===== config.mk =====
export PLATFORM = sky130hd
export DESIGN_NAME = qpsk_demap
export DESIGN_NICKNAME = d
export VERILOG_FILES = /design/src/rtl/qpsk_demap_pkg.sv /design/src/rtl/qpsk_demap_bitpack.sv /design/src/rtl/qpsk_demap.sv
export SDC_FILE = /design/constraint.sdc
export NUM_CORES = 1
export LEC_CHECK = 0
export BUFFER_PORTS_ARGS = -buffer_cell sky130_fd_sc_hd__buf_2
export CAP_MARGIN = 15
export CORE_ASPECT_RATIO = 1.2
export CORE_MARGIN = 1.5
export CORE_UTILIZATION = 35
export CTS_CLUSTER_SIZE = 14
export DETAILED_ROUTE_END_ITERATION = 8
export GPL_TIMING_DRIVEN = 0
export PLACE_DENSITY_LB_ADDON = 0.25
export SETUP_SLACK_MARGIN = 0.5
export SLEW_MARGIN = 30
export SYNTH_ARGS = -nofsm -noshare
export SYNTH_HDL_FRONTEND = slang
export SYNTH_SLANG_ARGS = --single-unit

===== constraint.sdc =====
create_clock -name CLK_I -period 5 [get_ports CLK_I]
set_clock_uncertainty 0.15 [all_clocks]
set_input_delay 0.25 -clock CLK_I [delete_from_list [all_inputs] [get_ports CLK_I]]
set_output_delay 0.25 -clock CLK_I [all_outputs]
set_load 0.1 [all_outputs]

===== src/rtl/qpsk_demap_pkg.sv =====
// Shared constants, allocation codes and FSM encoding for the QPSK hard demapper.
package qpsk_demap_pkg;

    // Default number of used subcarriers per OFDM symbol
    localparam int NCAR = 200;

    // Data-carrier bit pairs packed into one 32-bit output word
    localparam int WORD_PAIRS = 16;

    // Two-bit allocation codes; 2'b11 is also a data carrier
    localparam logic [1:0] ALLOC_NULL  = 2'b00;
    localparam logic [1:0] ALLOC_DATA  = 2'b01;
    localparam logic [1:0] ALLOC_PILOT = 2'b10;

    typedef enum logic [2:0] {
        ST_IDLE  = 3'd0,
        ST_LOAD  = 3'd1,
        ST_SCAN  = 3'd2,
        ST_RUN   = 3'd3,
        ST_FLUSH = 3'd4
    } state_e;

    // True for the codes that carry payload bits (01 and 11)
    function automatic logic is_data(input logic [1:0] code);
        return (code != ALLOC_NULL) && (code != ALLOC_PILOT);
    endfunction

endpackage


===== src/rtl/qpsk_demap_bitpack.sv =====
// Packs 2-bit hard decisions LSB-first into 32-bit words and owns the output
// word register, including the back-pressure hold and partial-word flush.
module qpsk_bitpack
    import qpsk_demap_pkg::*;
(
    input  logic        clk,
    input  logic        rst,
    input  logic        push,
    input  logic [1:0]  pair,
    input  logic        flush,
    input  logic        ack,
    output logic [31:0] word,
    output logic        word_vld,
    output logic [3:0]  fill,
    output logic        halt
);

    localparam logic [3:0] FILL_LAST = 4'(WORD_PAIRS - 1);

    logic [31:0] acc_r;
    logic [3:0]  fill_r;
    logic [31:0] word_r;
    logic        vld_r;

    logic [31:0] acc_next_s;
    logic        hold_s;
    logic        full_s;
    logic        flush_go_s;
    logic        emit_s;

    // Next accumulator image and word-complete / flush decisions
    always_comb begin
        acc_next_s = acc_r;
        acc_next_s[{fill_r, 1'b0} +: 2] = pair;
        hold_s     = vld_r & ~ack;
        full_s     = push & (fill_r == FILL_LAST);
        flush_go_s = flush & (fill_r != 4'd0) & ~hold_s;
        emit_s     = full_s | flush_go_s;
    end

    // Accumulator, fill counter and output word register
    always_ff @(posedge clk) begin
        if (rst) begin
            acc_r  <= 32'd0;
            fill_r <= 4'd0;
            word_r <= 32'd0;
            vld_r  <= 1'b0;
        end else begin
            if (full_s) begin
                word_r <= acc_next_s;
                acc_r  <= 32'd0;
                fill_r <= 4'd0;
            end else if (flush_go_s) begin
                word_r <= acc_r;
                acc_r  <= 32'd0;
                fill_r <= 4'd0;
            end else if (push) begin
                acc_r  <= acc_next_s;
                fill_r <= fill_r + 4'd1;
            end
            // A word completing in the same cycle as the ack keeps valid high
            if (emit_s) begin
                vld_r <= 1'b1;
            end else if (ack) begin
                vld_r <= 1'b0;
            end
        end
    end

    assign word     = word_r;
    assign word_vld = vld_r;
    assign fill     = fill_r;
    assign halt     = hold_s;

endmodule


===== src/rtl/qpsk_demap.sv =====
// QPSK hard demapper: walks the latched carrier allocation, accepts only
// non-null carriers, drops pilots and packs data-carrier sign bits into words.
module qpsk_demap
    import qpsk_demap_pkg::*;
#(
    parameter int NCAR = qpsk_demap_pkg::NCAR
) (
    input  logic                CLK_I,
    input  logic                RST_I,
    input  logic [31:0]         DAT_I,
    input  logic                WE_I,
    input  logic                STB_I,
    input  logic                CYC_I,
    output logic                ACK_O,
    output logic [31:0]         DAT_O,
    output logic                CYC_O,
    output logic                STB_O,
    output logic                WE_O,
    input  logic                ACK_I,
    input  logic [2*NCAR-1:0]   ALLOC_VEC,
    output logic                VEC_LD
);

    localparam int            PW       = (NCAR > 1) ? $clog2(NCAR) : 1;
    localparam logic [PW-1:0] PTR_LAST = PW'(NCAR - 1);

    state_e            state_r;
    state_e            state_nx_s;
    logic [PW-1:0]     ptr_r;
    logic [PW-1:0]     ptr_nx_s;
    logic [2*NCAR-1:0] alloc_r;
    logic              cyc_prev_r;
    logic              vec_ld_r;
    logic              cyc_o_r;

    logic              in_val_s;
    logic              cyc_rise_s;
    logic              out_halt_s;
    logic              ack_s;
    logic              last_s;
    logic              load_s;
    logic              push_s;
    logic              flush_s;
    logic [1:0]        code_s;
    logic [1:0]        pair_s;
    logic [31:0]       word_s;
    logic              word_vld_s;
    logic [3:0]        fill_s;
    logic              unused_s;

    // Only the sign bits matter for hard decisions; magnitudes are ignored
    assign unused_s = ^{DAT_I[30:16], DAT_I[14:0]};

    assign in_val_s   = WE_I & STB_I & CYC_I;
    assign cyc_rise_s = CYC_I & ~cyc_prev_r;
    assign ack_s      = in_val_s & (state_r == ST_RUN) & ~out_halt_s;
    assign code_s     = alloc_r[{ptr_r, 1'b0} +: 2];
    assign last_s     = (ptr_r == PTR_LAST);
    assign pair_s     = {DAT_I[31], DAT_I[15]};

    // Next-state, carrier pointer and packer control
    always_comb begin
        state_nx_s = state_r;
        ptr_nx_s   = ptr_r;
        load_s     = 1'b0;
        push_s     = 1'b0;
        flush_s    = 1'b0;
        case (state_r)
            ST_IDLE: begin
                if (cyc_rise_s) begin
                    state_nx_s = ST_LOAD;
                end else begin
                    state_nx_s = ST_IDLE;
                end
            end
            ST_LOAD: begin
                load_s     = 1'b1;
                ptr_nx_s   = '0;
                state_nx_s = ST_SCAN;
            end
            ST_SCAN: begin
                if (code_s != ALLOC_NULL) begin
                    state_nx_s = ST_RUN;
                end else if (last_s) begin
                    state_nx_s = ST_FLUSH;
                end else begin
                    ptr_nx_s = ptr_r + PW'(1);
                end
            end
            ST_RUN: begin
                // Without a sample (e.g. CYC_I dropped) the FSM simply waits here
                if (ack_s) begin
                    push_s = is_data(code_s);
                    if (last_s) begin
                        state_nx_s = ST_FLUSH;
                    end else begin
                        ptr_nx_s   = ptr_r + PW'(1);
                        state_nx_s = ST_SCAN;
                    end
                end else begin
                    state_nx_s = ST_RUN;
                end
            end
            ST_FLUSH: begin
                flush_s = 1'b1;
                // Leave once there is nothing to flush or the output slot frees up
                if ((fill_s == 4'd0) || !out_halt_s) begin
                    if (CYC_I) begin
                        state_nx_s = ST_LOAD;
                    end else begin
                        state_nx_s = ST_IDLE;
                    end
                end else begin
                    state_nx_s = ST_FLUSH;
                end
            end
            default: begin
                state_nx_s = ST_IDLE;
            end
        endcase
    end

    // FSM state, pointer, allocation latch and registered status outputs
    always_ff @(posedge CLK_I) begin
        if (RST_I) begin
            state_r    <= ST_IDLE;
            ptr_r      <= '0;
            alloc_r    <= '0;
            cyc_prev_r <= 1'b1;
            vec_ld_r   <= 1'b0;
            cyc_o_r    <= 1'b0;
        end else begin
            state_r    <= state_nx_s;
            ptr_r      <= ptr_nx_s;
            cyc_prev_r <= CYC_I;
            vec_ld_r   <= load_s;
            if (load_s) begin
                alloc_r <= ALLOC_VEC;
            end
            if (ack_s) begin
                cyc_o_r <= 1'b1;
            end else if ((state_r == ST_IDLE) && !word_vld_s && (fill_s == 4'd0)) begin
                cyc_o_r <= 1'b0;
            end
        end
    end

    qpsk_bitpack u_bitpack (
        .clk      (CLK_I),
        .rst      (RST_I),
        .push     (push_s),
        .pair     (pair_s),
        .flush    (flush_s),
        .ack      (ACK_I),
        .word     (word_s),
        .word_vld (word_vld_s),
        .fill     (fill_s),
        .halt     (out_halt_s)
    );

    assign ACK_O  = ack_s;
    assign DAT_O  = word_s;
    assign STB_O  = word_vld_s;
    assign CYC_O  = cyc_o_r;
    assign WE_O   = cyc_o_r;
    assign VEC_LD = vec_ld_r;

endmodule


Word-level counts from Yosys, hierarchy flattened
Cells that the tools add are included.
{ "word_totals": {"reg_bits": 483, "latchBits": 0, "ramBits": 0, "rom_bits": 0, "out_inout_bits": 37, "wordCells": 78, "memories": 0} }
{ "classes": {"n_addsub": 3, "mul": 0, "div_mod_pow": 0, "order_cmp": 0, "eq_ne": 10, "n_shift": 3, "n_mux": 23, "n_bitwise": 13, "reduce_logical": 16} }
{ "op_table": {"columns": ["cell", "count"], "rows": [
  ["$shiftx A400 B10 Y2", 1],
  ["$mux W32", 2],
  ["$bwmux W32", 1],
  ["$shift A2 B7 Y32 const A", 1],
  ["$shiftx A2 B7 Y32", 1],
  ["$mux W8", 3],
  ["$pmux W8 S3", 1],
  ["$mux W3", 5],
  ["$pmux W3 S5", 1],
  ["$mux W1", 10],
  ["$and A1 B1 Y1", 9],
  ["$add A8 B1 Y8 const B", 1],
  ["$eq A8 B8 Y1 const B", 1],
  ["$reduce_bool A2 Y1", 4],
  ["$neg A5 Y7", 1],
  ["$eq A3 B2 Y1 const B", 2],
  ["$ne A2 B2 Y1 const B", 3],
  ["$add A4 B1 Y4 const B", 1],
  ["$eq A4 B4 Y1 const B", 1],
  ["$logic_not A4 Y1", 1],
  ["$reduce_bool A4 Y1", 1],
  ["$eq A3 B1 Y1 const B", 1],
  ["$eq A3 B3 Y1 const B", 1],
  ["$logic_and A1 B1 Y1", 3],
  ["other kinds (9)", 12]
]} }

Logic depth before layout (Yosys ltp)
Gate-level depths: netlist of the first run.
{ "logic_depth": {"ltp_word": 9, "depth_mapped": 14, "ltp_nobuf": 10} }

Modules after synthesis
A second synthesis of the first run with hierarchy kept.
{ "unflattened": {"cells_unflattened": 2514, "area_unflattened_um2": 20998.9} }
{ "modules_own_cells": {"columns": ["mod", "instances", "cells_each", "area_per_inst_um2"], "rows": [
  ["qpsk_demap", 1, 2128, 17775.8],
  ["qpsk_bitpack", 1, 386, 3223.1]
]} }

Worst setup path before layout of the first run
Ideal clock, no wire load.
{ "synth_path": {"kind": "flip-flop to flip-flop", "startpoint": "register ptr_r[0]", "endpoint": "register u_bitpack.acc_r[15]", "setup_time_ns": 0.117, "arrival_time_ns": 2.593, "path_slack_ns": 2.140, "stages_incl_launch_ff": 13, "n_path_buf": 4, "period_less_slack_ns": 2.860, "path_cell_list": "dfxtp_1 buf_6 buf_6 mux4_2 a22oi_1 o22ai_1 nor4_2 a2bb2oi_2 o21ai_2 buf_6 buf_4 mux2i_1 nor2_1"} }
{ "synth_between": {"elab_chain_cells": 7} }
{ "synth_lines": {"columns": ["element", "line_no", "text"], "rows": [
  ["start: declaration", "qpsk_demap.sv:29", "logic [PW-1:0] ptr_r;"],
  ["start signal: assignment", "qpsk_demap.sv:134", "ptr_r <= ptr_nx_s;"],
  ["$shiftx A400 B10 Y2 *", "qpsk_demap.sv:57", "assign code_s = alloc_r[{ptr_r, 1'b0} +: 2];"],
  ["$ne A2 B2 Y1 / $reduce_bool A2 Y1 (equally long branches)", "qpsk_demap_pkg.sv:25", "return (code != ALLOC_NULL) && (code != ALLOC_PILOT);"],
  ["$logic_and A1 B1 Y1 *", "qpsk_demap_pkg.sv:25", null],
  ["$mux W1 *", "qpsk_demap.sv:92", "if (ack_s) begin"],
  ["$mux W1 *", "qpsk_demap.sv:68", "case (state_r)"],
  ["$and A1 B1 Y1", "qpsk_demap_bitpack.sv:36", "full_s = push & (fill_r == FILL_LAST);"],
  ["$reduce_or A3 Y1 (no source line)", null, null],
  ["end signal: assignment", "qpsk_demap_bitpack.sv:58", "acc_r <= acc_next_s;"],
  ["end: declaration", "qpsk_demap_bitpack.sv:20", "logic [31:0] acc_r;"]
]} }
Every way passes the cells marked *; elsewhere a longest branch is shown, timed or not.
A chain may end at the register's enable or synchronous reset.

Worst setup path in the final report of the first run
{ "layout_path": {"startpoint": "register ptr_r[4]", "endpoint": "register ptr_r[2]"} }
{ "layout_between": {"elab_chain_cells": 4} }
{ "layout_lines": {"columns": ["element", "line_no"], "rows": [
  ["$shiftx A400 B10 Y2 / $eq A8 B8 Y1 (equally long branches)", "qpsk_demap.sv:57, qpsk_demap.sv:58"],
  ["$reduce_bool A2 Y1 / $mux W8 (equally long branches)", null],
  ["$ne A2 B2 Y1 (no source line), or another cell as far along", null],
  ["$reduce_and A3 Y1 (no source line) / $pmux W8 S3 (equally long branches)", null]
]} }
Parallel ways exist; a longest one is shown, timed or not. The select of a mux whose other input is x is not followed.

==> reports/qor.log, run 1 <==
qor: status.outcome finished clean
qor: global_routing.maximum_number_of_pins_on_one_net_before_global_route_repair 14
qor: floorplan.top_level_ports 475
qor: global_routing.grt-ovfl-total 0
qor: cells_and_area.flow.area_growth_from_synthesis 42.2%
qor: drt.drc 0
qor: timing.slew_limit_headroom 40.1%
qor: clocking.tritoncts built
qor: power_and_ir_drop.irDropWorstVdd 0.258 mV
qor: timing.clock.fmax 235 MHz
qor: power_and_ir_drop.total_power 9.70 mW
qor: hold_path.min_path_type input port to register
qor: critical_path.path_cells buf_1, clkbuf_1, nor3_1, o21ai_1, nand4_1, a31o_1, a311oi_2, nand3_1, a32o_1
qor: drt.total_wirelength_of_the_detailed_routed_design 91,600 um
qor: drt.route.vias.total 22.5k
qor: global_routing.first_global_vias 22.1k
qor: timing.finalWorstPathRequiredPeriod 4.25 ns
qor: global_routing.busiest_layer met2
qor: timing.slew_violations 0
qor: global_routing.antenna_found_initial 5
qor: yosys.synth_area 21,300 sq um
qor: power_and_ir_drop.p_leak 11.6 nW
qor: timing.setup_viol_count_final 0
qor: floorplan.floorplan.die.width 228 um
qor: floorplan.initial_core_util 35.2%
qor: critical_path.worstPathArrival 4.57 ns
qor: critical_path.max_fo_critical_path 10
qor: critical_path.critPathMaxStageDelay 0.66 ns
qor: clocking.htree_levels 2
qor: timing.slew_of_the_pin_with_the_lowest_slew_margin 0.898 ns
qor: placement.numPlacedInstances 3,821
qor: yosys.fraction_of_the_yosys_area_taken_by_sequential_cells 45.3%
qor: yosys.postSynthNetCount 3,013
qor: placement.dp.final_hpwl 64,300 um
qor: drt.detail_route.vias_per_cell 5.21
qor: drt.first_iter_violations 1,679
qor: drt.residual_antenna_violating_net_count_after_detailed_routing 0
qor: global_routing.grt_use_met3 4.41%
qor: yosys.synth-seq-cells 483
qor: yosys.async_flop_share 0%
qor: yosys.synth_flop_cell sky130_fd_sc_hd__dfxtp_1
qor: yosys.ys_top_cells_by_area sky130_fd_sc_hd__dfxtp_1 45%, sky130_fd_sc_hd__nand2_1 15%, sky130_fd_sc_hd__a21oi_1 10%, sky130_fd_sc_hd__mux4_2 7.3%, sky130_fd_sc_hd__mux2i_1 5.4%
qor: critical_path.data_required_time_of_the_worst_path 5.32 ns
qor: global_routing.global_route.usage.total 28.2%
qor: timing.hold_ws 0.135 ns
qor: yosys.yosys.area.top_type_share 45.3%
qor: cells_and_area.number_of_nets_in_the_layout 3,914
qor: floorplan.dieHeight 274 um
qor: clocking.clock_path_buffers 3
qor: floorplan.fp-row-count 99
qor: job.drv.max_cap_violation_count 0
qor: clocking.clock_sinks 483
qor: yosys.synth_most_common_cell sky130_fd_sc_hd__nand2_1
qor: power_and_ir_drop.power_density 320 nW/um^2
qor: clocking.clkTransAtPathRegs 0.06 ns
qor: global_routing.grt_pass1_wl 133,000 um
qor: timing.min_period_over_period 85.0%
qor: clocking.cts_made_buffers 52
qor: critical_path.worst_path_max_delay_cell sky130_fd_sc_hd__clkbuf_1
qor: floorplan.die_area 62,500 sq um
qor: timing.grt_setup_unrepaired false
qor: yosys.syn_inst 2,570
qor: critical_path.worst_setup_path_end_kind register
qor: drt.drt_pass1_iterations 6
qor: cells_and_area.drive_gt1_share 19.3%
qor: yosys.ys_warn_count 0
qor: yosys.yosys.area.top_type sky130_fd_sc_hd__dfxtp_1
qor: yosys.synth.distinct_cells 74
qor: yosys.post_synth_most_frequent_cells 870 x sky130_fd_sc_hd__nand2_1, 483 x sky130_fd_sc_hd__dfxtp_1, 435 x sky130_fd_sc_hd__a21oi_1
qor: timing.timing.setup.tns 0 ns
qor: floorplan.fp.coreArea 60,600 sq um
qor: drt.post_drt_wl_per_cell 21.2 um
qor: timing.timing_hold_violations_final 0
qor: global_routing.met2_usage 48.7%
qor: clocking.clock_insertion_delay_worst_skew 0.62 ns
qor: critical_path.criticalPathCategory register to register
qor: yosys.synthesis.area_per_instance 8.31 sq um
qor: global_routing.met1_track_utilization_from_global_routing 33.6%
qor: cells_and_area.stdcell_count 4,318
qor: critical_path.startpoint_type register
qor: placement.buffer_ports.inserted 443
qor: yosys.synth_edf_count 0
qor: placement.gp_routability_congestion 0.918
qor: clocking.cts_root_buf sky130_fd_sc_hd__clkbuf_16
area by class of cell:
cell class | count | area [sq um]
clock buffers | 66 | 1430
inverters | 23 | 86.3
repair buffers | 847 | 6260
diodes | 2 | 5.00
clock inverters | 25 | 290
plain buffers | 212 | 952
well taps | 808 | 1010
fillers | 5735 | 30200
flip-flops and latches | 483 | 9670
multi-input cells | 1852 | 10600
timing repair:
item                                   4_1_cts  5_1_grt
setup buffers                                0        0
endpoints found under the hold margin      404        0
hold buffers                               403        0
resized for setup                            0        0
critical path: cells and delay by family (launching register included):
kind	cells	cell delay, ns
AO/OA/AOI/OAI	4	1.57
flip-flops	1	0.47
buffers and inverters	2	1.28
AND/OR/NAND/NOR	3	0.65
sequential cells by signal (all words and copies together) (netlist names):
| name | flops |
|---|---|
| u_bitpack.word_vld | 1 |
| u_bitpack.acc_r | 32 |
| u_bitpack.word | 32 |
| VEC_LD | 1 |
| alloc_r | 400 |
| ptr_r | 8 |
| cyc_prev_r | 1 |
| state_r | 3 |
| CYC_O | 1 |
| u_bitpack.fill | 4 |
where the power goes:
part	internal (mW)	switching [mW]	leakage, nW
logic	0.696	0.924	6.80
registers	4.02	0.0896	3.91
clock network	2.29	1.68	0.844
total	7.00	2.70	11.6
placed cells by master, fill, tap and decap left out, drive strengths merged, types with 12 or more instances in the layout:
cell type / n
dlygate4sd3: 403
a21oi: 435
nand3: 31
dfxtp: 483
nand4: 12
o21ai: 16
mux2i: 115
nand2: 870
clkinv: 17
inv: 22
nor2: 73
a211oi: 23
buf: 489
mux2: 18
mux4: 69
nor2b: 13
a22oi: 25
a31o: 15
clkbuf: 233
metrics by stage:
step	area [sq um]	utilization [%]	worst slack [ns]
finish	30400	50.1	0.750
global route	30400	50.1	0.643
CTS	30300	50.1	0.848
detailed placement	24600	40.6	0.864
global placement	24600	40.6	0.945
floorplan	21300	-	2.14
kinds of logic after synthesis:
group,share of synthesized area [%]
and+or+nand+nor,19.9
adders and majority gates,0.293
buffers and inverters,4.86
xor gates and xnor gates,0.205
DFF,45.3
muxes,13.6
AOI/OAI and AO/OA,15.8
worst paths after layout:
path | from | endpoint | slack [ns] | cells past startpoint
worst max register to register | ptr_r[4] | ptr_r[2] | 0.75 | 9
worst max-delay path | ptr_r[4] | ptr_r[2] | 0.75 | 9
worst min register to register | alloc_r[180] | alloc_r[180] | 0.30 | 2
worst min-delay path | WE_I | CYC_O | 0.13 | 4
routing by layer:
metal	vias to the layer above	share of wire, %	wire length (um)
met1	10691	40	36500
met4	6	5.6	5090
li1	10607	-	-
met5	-	0.045	41
met2	932	49	44500
met3	275	6.0	5470
(Power assumes the default switching activity.)
==> run 2: changes to the inputs <==
CORE_ASPECT_RATIO = not set   (was 1.2)
==> reports/qor.log, run 2 (synthesized netlist as in run 1, its figures left out) <==
qor: status.outcome finished clean
qor: drt.total_wirelength_of_the_detailed_routed_design 91,700 um [about the same]
qor: clocking.htree_levels 2 [unchanged]
qor: power_and_ir_drop.internal_power 7.20 mW [+2.8%]
qor: cells_and_area.ff_latch_area 9670 sq um [unchanged]
qor: global_routing.maximum_number_of_pins_on_one_net_before_global_route_repair 15 [+1]
qor: timing.clock.fmax 234 MHz [-0.46%]
qor: hold_path.worstHoldStart STB_I
qor: clocking.setup_fix_buffers_added_after_clock_tree_synthesis 0 [unchanged]
qor: timing.min_period_over_period 85.4% [+0.40 points]
qor: global_routing.antenna_found_initial 4 [-1]
qor: critical_path.worst_setup_path_end_kind register
qor: placement.placed_cell_area 24,500 sq um [-0.12%]
qor: critical_path.worstPathArrival 4.63 ns [+0.06 ns]
qor: power_and_ir_drop.power_density 326 nW/um^2 [+1.9%]
qor: global_routing.grt-ovfl-total 0 [unchanged]
qor: cells_and_area.drive_gt1_share 19.5% [+0.16 points]
qor: cells_and_area.layout.cells.most_common sky130_fd_sc_hd__nand2_1
qor: power_and_ir_drop.power.switching_fraction 27.4% [-0.37 points]
qor: timing.timing_hold_violations_final 0 [unchanged]
qor: floorplan.fp-row-count 90 [-9.1%]
qor: critical_path.startpoint_type register
qor: drt.drt_pass1_iterations 5 [-1]
qor: clocking.cts_root_buf sky130_fd_sc_hd__clkbuf_16
qor: cells_and_area.area_occupied_by_multi_input_gates 10,600 sq um [unchanged]
qor: critical_path.max_fo_critical_path 10 [unchanged]
qor: cells_and_area.final_cell_mix 870 x sky130_fd_sc_hd__nand2_1, 483 x sky130_fd_sc_hd__dfxtp_1, 460 x sky130_fd_sc_hd__buf_2, 435 x sky130_fd_sc_hd__a21oi_1, 403 x sky130_fd_sc_hd__dlygate4sd3_1
qor: clocking.clkTransAtPathRegs 0.06 ns [about the same]
qor: power_and_ir_drop.irDropWorstVdd 0.236 mV [-8.7%]
qor: clocking.clock_path_buffers 3 [unchanged]
qor: timing.finalWorstPathRequiredPeriod 4.27 ns [+0.0198 ns]
qor: drt.first_iter_violations 1,759 [+4.8%]
qor: global_routing.grt_pass1_wl 134,000 um [+0.48%]
qor: power_and_ir_drop.p_leak 11.6 nW [+0.77%]
qor: cells_and_area.flow.area_growth_from_synthesis 42.8%
qor: cells_and_area.fill_cells 5,733 [-0.035%]
qor: floorplan.top_level_ports 475 [unchanged]
qor: placement.buffer_ports.inserted 443 [unchanged]
qor: clocking.postCtsHoldBufs 403 [unchanged]
qor: global_routing.global_route.usage.total 28.4% [+0.15 points]
qor: power_and_ir_drop.switching_power 2.72 mW [+0.92%]
qor: timing.hold_ws 0.0939 ns [-0.0409 ns]
qor: global_routing.first_global_vias 22.2k [+0.23%]
qor: drt.detail_route.vias_per_cell 5.25 [+0.75%]
qor: critical_path.data_required_time_of_the_worst_path 5.36 ns [+0.04 ns]
qor: placement.dp.final_hpwl 64,000 um [-0.46%]
qor: job.drv.max_cap_violation_count 0 [unchanged]
qor: cells_and_area.largest_reg_flops 400 [unchanged]
qor: power_and_ir_drop.power.share.sequential 41.5% [-0.9 points]
qor: clocking.post_cts.resized_instances 0 [unchanged]
qor: drt.residual_antenna_violating_net_count_after_detailed_routing 0 [unchanged]
qor: floorplan.floorplan.die.width 250 um [+9.4%]
qor: critical_path.criticalPathCategory register to register
qor: floorplan.initial_core_util 35.4% [+0.12 points]
qor: drt.drc 0 [unchanged]
qor: floorplan.fp.coreArea 60,400 sq um [-0.35%]
qor: drt.post_drt_wl_per_cell 21.3 um [+0.41%]
qor: floorplan.dieHeight 250 um [-8.6%]
qor: timing.slew_limit_headroom 33.9% [-6.2 points]
qor: cells_and_area.fin_area 30,500 sq um [+0.40%]
qor: clocking.cts_made_buffers 53 [+1.9%]
qor: timing.slew_of_the_pin_with_the_lowest_slew_margin 0.991 ns [+0.0927 ns]
qor: cells_and_area.number_of_nets_in_the_layout 3,914 [unchanged]
qor: critical_path.reg2reg_from ptr_r[4]
qor: power_and_ir_drop.combinational_share_of_power 16.3% [-0.4 points]
qor: power_and_ir_drop.total_power 9.92 mW [+2.3%]
qor: placement.gp_routability_congestion 0.912 [-0.68%]
qor: hold_path.min_path_type input port to register
qor: critical_path.timing.critical_path.from ptr_r[4]
qor: cells_and_area.top_register alloc_r
qor: clocking.tritoncts built
qor: drt.route.vias.total 22.6k [+0.37%]
qor: clocking.clock_sinks 483 [unchanged]
qor: timing.timing.setup.tns 0 ns [unchanged]
qor: timing.grt_setup_unrepaired false
qor: power_and_ir_drop.clkPwrFrac 42.2% [+1.3 points]
qor: timing.slew_violations 0 [unchanged]
qor: clocking.clock_insertion_delay_worst_skew 0.62 ns [about the same]
qor: floorplan.die_area 62,500 sq um [about the same]
qor: timing.setup_viol_count_final 0 [unchanged]
run 2: changes by cell type in the layout (fill, tap and decap cells not counted):
cell                         delta
sky130_fd_sc_hd__clkbuf_1       +1
sky130_fd_sc_hd__clkbuf_16      +2
sky130_fd_sc_hd__clkinv_2       -3
sky130_fd_sc_hd__clkbuf_8      +15
sky130_fd_sc_hd__diode_2        +2
sky130_fd_sc_hd__clkbuf_2       +1
sky130_fd_sc_hd__buf_6          -1
sky130_fd_sc_hd__clkinv_4       -3
sky130_fd_sc_hd__bufinv_16      -2
sky130_fd_sc_hd__clkinvlp_4     -3
sky130_fd_sc_hd__inv_16         +1
run 2: worst paths after layout:
check | end | slack, ns | cells past startpoint
setup / recovery | ptr_r[6] | 0.73 | 9
hold / removal | CYC_O | 0.09 | 4
setup reg to reg | ptr_r[6] | 0.73 | 9
hold reg to reg | alloc_r[375] | 0.30 | 2
run 2: power by group through the flow:
stage	combinational (mW)	sequential, mW	clock (mW)
detailed placement	1.35	4.20	0
global route	1.72	4.13	4.41
global placement	1.34	4.19	0
floorplan	0.770	4.17	0
CTS	1.59	4.11	4.25
finish	1.62	4.11	4.19
run 2: cell type report:
cell class                 instances  share of cell area (%)
sequential                       483                    31.7
tap                              782                    3.21
antenna                            4                  0.0328
multi-input combinational       1852                    34.9
clock buffer                      85                    5.57
inverter                          23                   0.283
timing repair buffer             846                    20.5
buffer                           212                    3.13
clock inverter                    15                   0.612
run 2: critical path: stages, from the launching register on:
cell	delay, ns
sky130_fd_sc_hd__dfxtp_1	0.46
sky130_fd_sc_hd__buf_1	0.57
sky130_fd_sc_hd__clkbuf_1	0.70
sky130_fd_sc_hd__nand2_1	0.29
sky130_fd_sc_hd__o22ai_1	0.31
sky130_fd_sc_hd__nor4_2	0.09
sky130_fd_sc_hd__a2bb2oi_2	0.57
sky130_fd_sc_hd__o221ai_1	0.46
sky130_fd_sc_hd__and2_1	0.31
sky130_fd_sc_hd__a41o_1	0.24
run 2: routing by layer:
layer | vias to the layer above | share of wire [%] | routed length (um) | track usage, %
met4 | 0 | 4.5 | 4150 | 12.6
li1 | 10613 | - | - | -
met3 | 238 | 6.6 | 6020 | 4.59
met2 | 984 | 49 | 44500 | 48.4
met1 | 10760 | 40 | 37000 | 35.2
met5 | - | 0 | 0 | 0
run 2: per-stage QoR:
step	setup slack (ns)	std cells	util [%]
CTS	0.861	4298	50.5
detailed placement	0.902	3795	40.7
global route	0.629	4302	50.5
finish	0.730	4302	50.5
global placement	0.919	3795	40.7
floorplan	2.14	2570	-
==> run 3: changes to the inputs <==
BUFFER_PORTS_ARGS = not set   (was -buffer_cell sky130_fd_sc_hd__buf_2)
DONT_BUFFER_PORTS = 1   (was not set)
==> reports/qor.log, run 3 (synthesized netlist as in run 1, its figures left out) <==
qor: critical_path.data_required_time_of_the_worst_path 5.33 ns [-0.03 ns]
qor: floorplan.floorplan.die.width 250 um [unchanged]
qor: critical_path.criticalPathCategory register to register
qor: timing.timing_hold_violations_final 0 [unchanged]
qor: cells_and_area.drive_gt1_share 7.96% [-11 points]
qor: clocking.clock_path_buffers 3 [unchanged]
qor: timing.slew_of_the_pin_with_the_lowest_slew_margin 1.03 ns [+0.0400 ns]
qor: power_and_ir_drop.irDropWorstVdd 0.287 mV [+22%]
qor: timing.setup_viol_count_final 0 [unchanged]
qor: cells_and_area.stdcell_count 3,874 [-9.9%]
qor: global_routing.grt_pass1_wl 130,000 um [-3.1%]
qor: cells_and_area.final_cell_mix 870 x sky130_fd_sc_hd__nand2_1, 478 x sky130_fd_sc_hd__dfxtp_1, 435 x sky130_fd_sc_hd__a21oi_1, 406 x sky130_fd_sc_hd__dlygate4sd3_1, 175 x sky130_fd_sc_hd__clkbuf_1
qor: critical_path.startpoint_type register
qor: timing.min_period_over_period 83.2% [-2.2 points]
qor: drt.residual_antenna_violating_net_count_after_detailed_routing 0 [unchanged]
qor: drt.first_iter_violations 1,401 [-20%]
qor: critical_path.worstPathArrival 4.49 ns [-0.14 ns]
qor: critical_path.critical-path-top-delay-family buffers and inverters
qor: clocking.clock_sinks 483 [unchanged]
qor: clocking.post_cts.resized_instances 0 [unchanged]
qor: floorplan.fp-row-count 90 [unchanged]
qor: timing.grt_setup_unrepaired false
qor: floorplan.initial_core_util 35.4% [unchanged]
qor: status.outcome finished clean
qor: hold_path.min_path_type input port to register
qor: critical_path.path_cells buf_1, clkbuf_1, nand2_1, o22ai_1, nor4_2, a2bb2oi_2, buf_2, o2111ai_1, mux2i_1, nor2_1
qor: cells_and_area.flow.area_growth_from_synthesis 32.9%
qor: drt.post_drt_wl_per_cell 22.9 um [+7.4%]
qor: floorplan.dieHeight 250 um [unchanged]
qor: clocking.cts_root_buf sky130_fd_sc_hd__clkbuf_16
qor: timing.timing.setup.tns 0 ns [unchanged]
qor: global_routing.global_route.usage.total 27.4% [-0.94 points]
qor: critical_path.worst_setup_path_end_kind register
qor: cells_and_area.number_of_nets_in_the_layout 3,476 [-11%]
qor: global_routing.maximum_number_of_pins_on_one_net_before_global_route_repair 16 [+1]
qor: power_and_ir_drop.p_leak 9.86 nW [-15%]
qor: power_and_ir_drop.power_density 348 nW/um^2 [+6.9%]
qor: cells_and_area.top_register alloc_r
qor: cells_and_area.layout.cells.most_common sky130_fd_sc_hd__nand2_1
qor: job.drv.max_cap_violation_count 0 [unchanged]
qor: timing.slew_limit_headroom 31.2% [-2.8 points]
qor: global_routing.antenna_found_initial 19 [+15]
qor: clocking.tritoncts built
qor: critical_path.worst_path_max_delay_cell sky130_fd_sc_hd__clkbuf_1
qor: critical_path.critPathMaxStageDelay 0.68 ns [-0.02 ns]
qor: timing.finalWorstPathRequiredPeriod 4.16 ns [-0.112 ns]
qor: cells_and_area.largest_reg_flops 400 [unchanged]
qor: critical_path.cp_num_buf_inv 3 [+1]
qor: global_routing.first_global_vias 21.1k [-4.9%]
qor: placement.gp_routability_congestion 0.910 [-0.23%]
qor: clocking.cts_made_buffers 55 [+3.8%]
qor: global_routing.grt-ovfl-total 0 [unchanged]
qor: placement.numPlacedInstances 3,352 [-12%]
qor: floorplan.fp.coreArea 60,400 sq um [unchanged]
qor: floorplan.top_level_ports 475 [unchanged]
qor: drt.drc 0 [unchanged]
qor: clocking.clock_insertion_delay_worst_skew 0.64 ns [+0.02 ns]
qor: placement.buffer_ports.inserted 0 [-100%]
qor: drt.total_wirelength_of_the_detailed_routed_design 88,600 um [-3.3%]
qor: timing.slew_violations 0 [unchanged]
qor: critical_path.max_fo_critical_path 10 [unchanged]
qor: cells_and_area.fill_cells 5,700 [-0.58%]
qor: drt.detail_route.vias_per_cell 5.41 [+3.0%]
qor: clocking.htree_levels 2 [unchanged]
qor: placement.dp.final_hpwl 64,600 um [+0.91%]
qor: floorplan.die_area 62,500 sq um [unchanged]
qor: drt.drt_pass1_iterations 6 [+1]
qor: drt.route.vias.total 21.0k [-7.3%]
qor: timing.clock.fmax 241 MHz [+2.7%]
qor: clocking.clkTransAtPathRegs 0.06 ns [about the same]
==> run 3: changes by cell type in the layout (fill, tap and decap cells not counted), moves of 2 or more <==
cell,previous run,this run
sky130_fd_sc_hd__dfxtp_2,0,5
sky130_fd_sc_hd__buf_2,460,17
sky130_fd_sc_hd__clkbuf_16,54,56
sky130_fd_sc_hd__diode_2,4,16
sky130_fd_sc_hd__dfxtp_1,483,478
sky130_fd_sc_hd__bufinv_16,3,6
sky130_fd_sc_hd__clkbuf_8,23,13
sky130_fd_sc_hd__dlygate4sd3_1,403,406
==> run 3: through the flow <==
stage          utilization, %  setup slack (ns)  total power, mW  area, sq um  hold WS [ns]
3_3_place_gp             37.0             0.877             5.33        22300         0.210
6_report                 47.0             0.842             9.87        28400         0.132
5_1_grt                  47.0             0.699             10.2        28400         0.143
2_1_floorplan               -              2.14             4.94        21300         0.207
3_5_place_dp             37.0             0.915             5.35        22300         0.210
4_1_cts                  46.9             0.874             9.90        28300        0.0942
==> run 3: repair_timing <==
item                      in CTS  in global routing
hold endpoints to repair     412                  0
setup buffers                  0                  0
hold buffers                 406                  0
==> run 3: power breakdown <==
part,internal [mW],switching (mW),total [mW]
combinational,0.590,0.856,1.45
sequential,4.02,0.0981,4.12
clock,2.56,1.74,4.31
total,7.17,2.70,9.87
==> run 3: worst min-delay path: cells and delay by family <==
kind,cells,cell delay (ns)
AO/OA/AOI/OAI,1,0.05
AND/OR/NAND/NOR,2,0.26
multiplexers,1,0.29
==> run 3: routing by layer <==
metal	GRT usage [%]	part of all wire [%]
met1	33.3	41
met2	47.7	49
met3	5.10	6.4
met4	11.0	3.9
met5	0	0.15
==> run 3: area by class of cell <==
| cell class | instances | area (sq um) | share of cell area [%] |
|---|---|---|---|
| repair buffers | 406 | 4060 | 14.3 |
| diodes | 16 | 40.0 | 0.141 |
| clock inverters | 22 | 317 | 1.12 |
| multi-input cells | 1852 | 10600 | 37.5 |
| plain buffers | 212 | 953 | 3.36 |
| flip-flops and latches | 483 | 9680 | 34.1 |
| inverters | 23 | 86.3 | 0.304 |
| clock buffers | 78 | 1610 | 5.69 |
| well taps | 782 | 978 | 3.45 |
==> run 3: path summary, 6_finish.rpt <==
path	from	end	slack, ns	cells past startpoint
worst max-delay path	ptr_r[4]	u_bitpack.acc_r[16]	0.84	10
worst min-delay path	DAT_I[15]	u_bitpack.word[6]	0.13	4
worst max register to register	ptr_r[4]	u_bitpack.acc_r[16]	0.84	10
worst min register to register	alloc_r[67]	alloc_r[67]	0.30	2
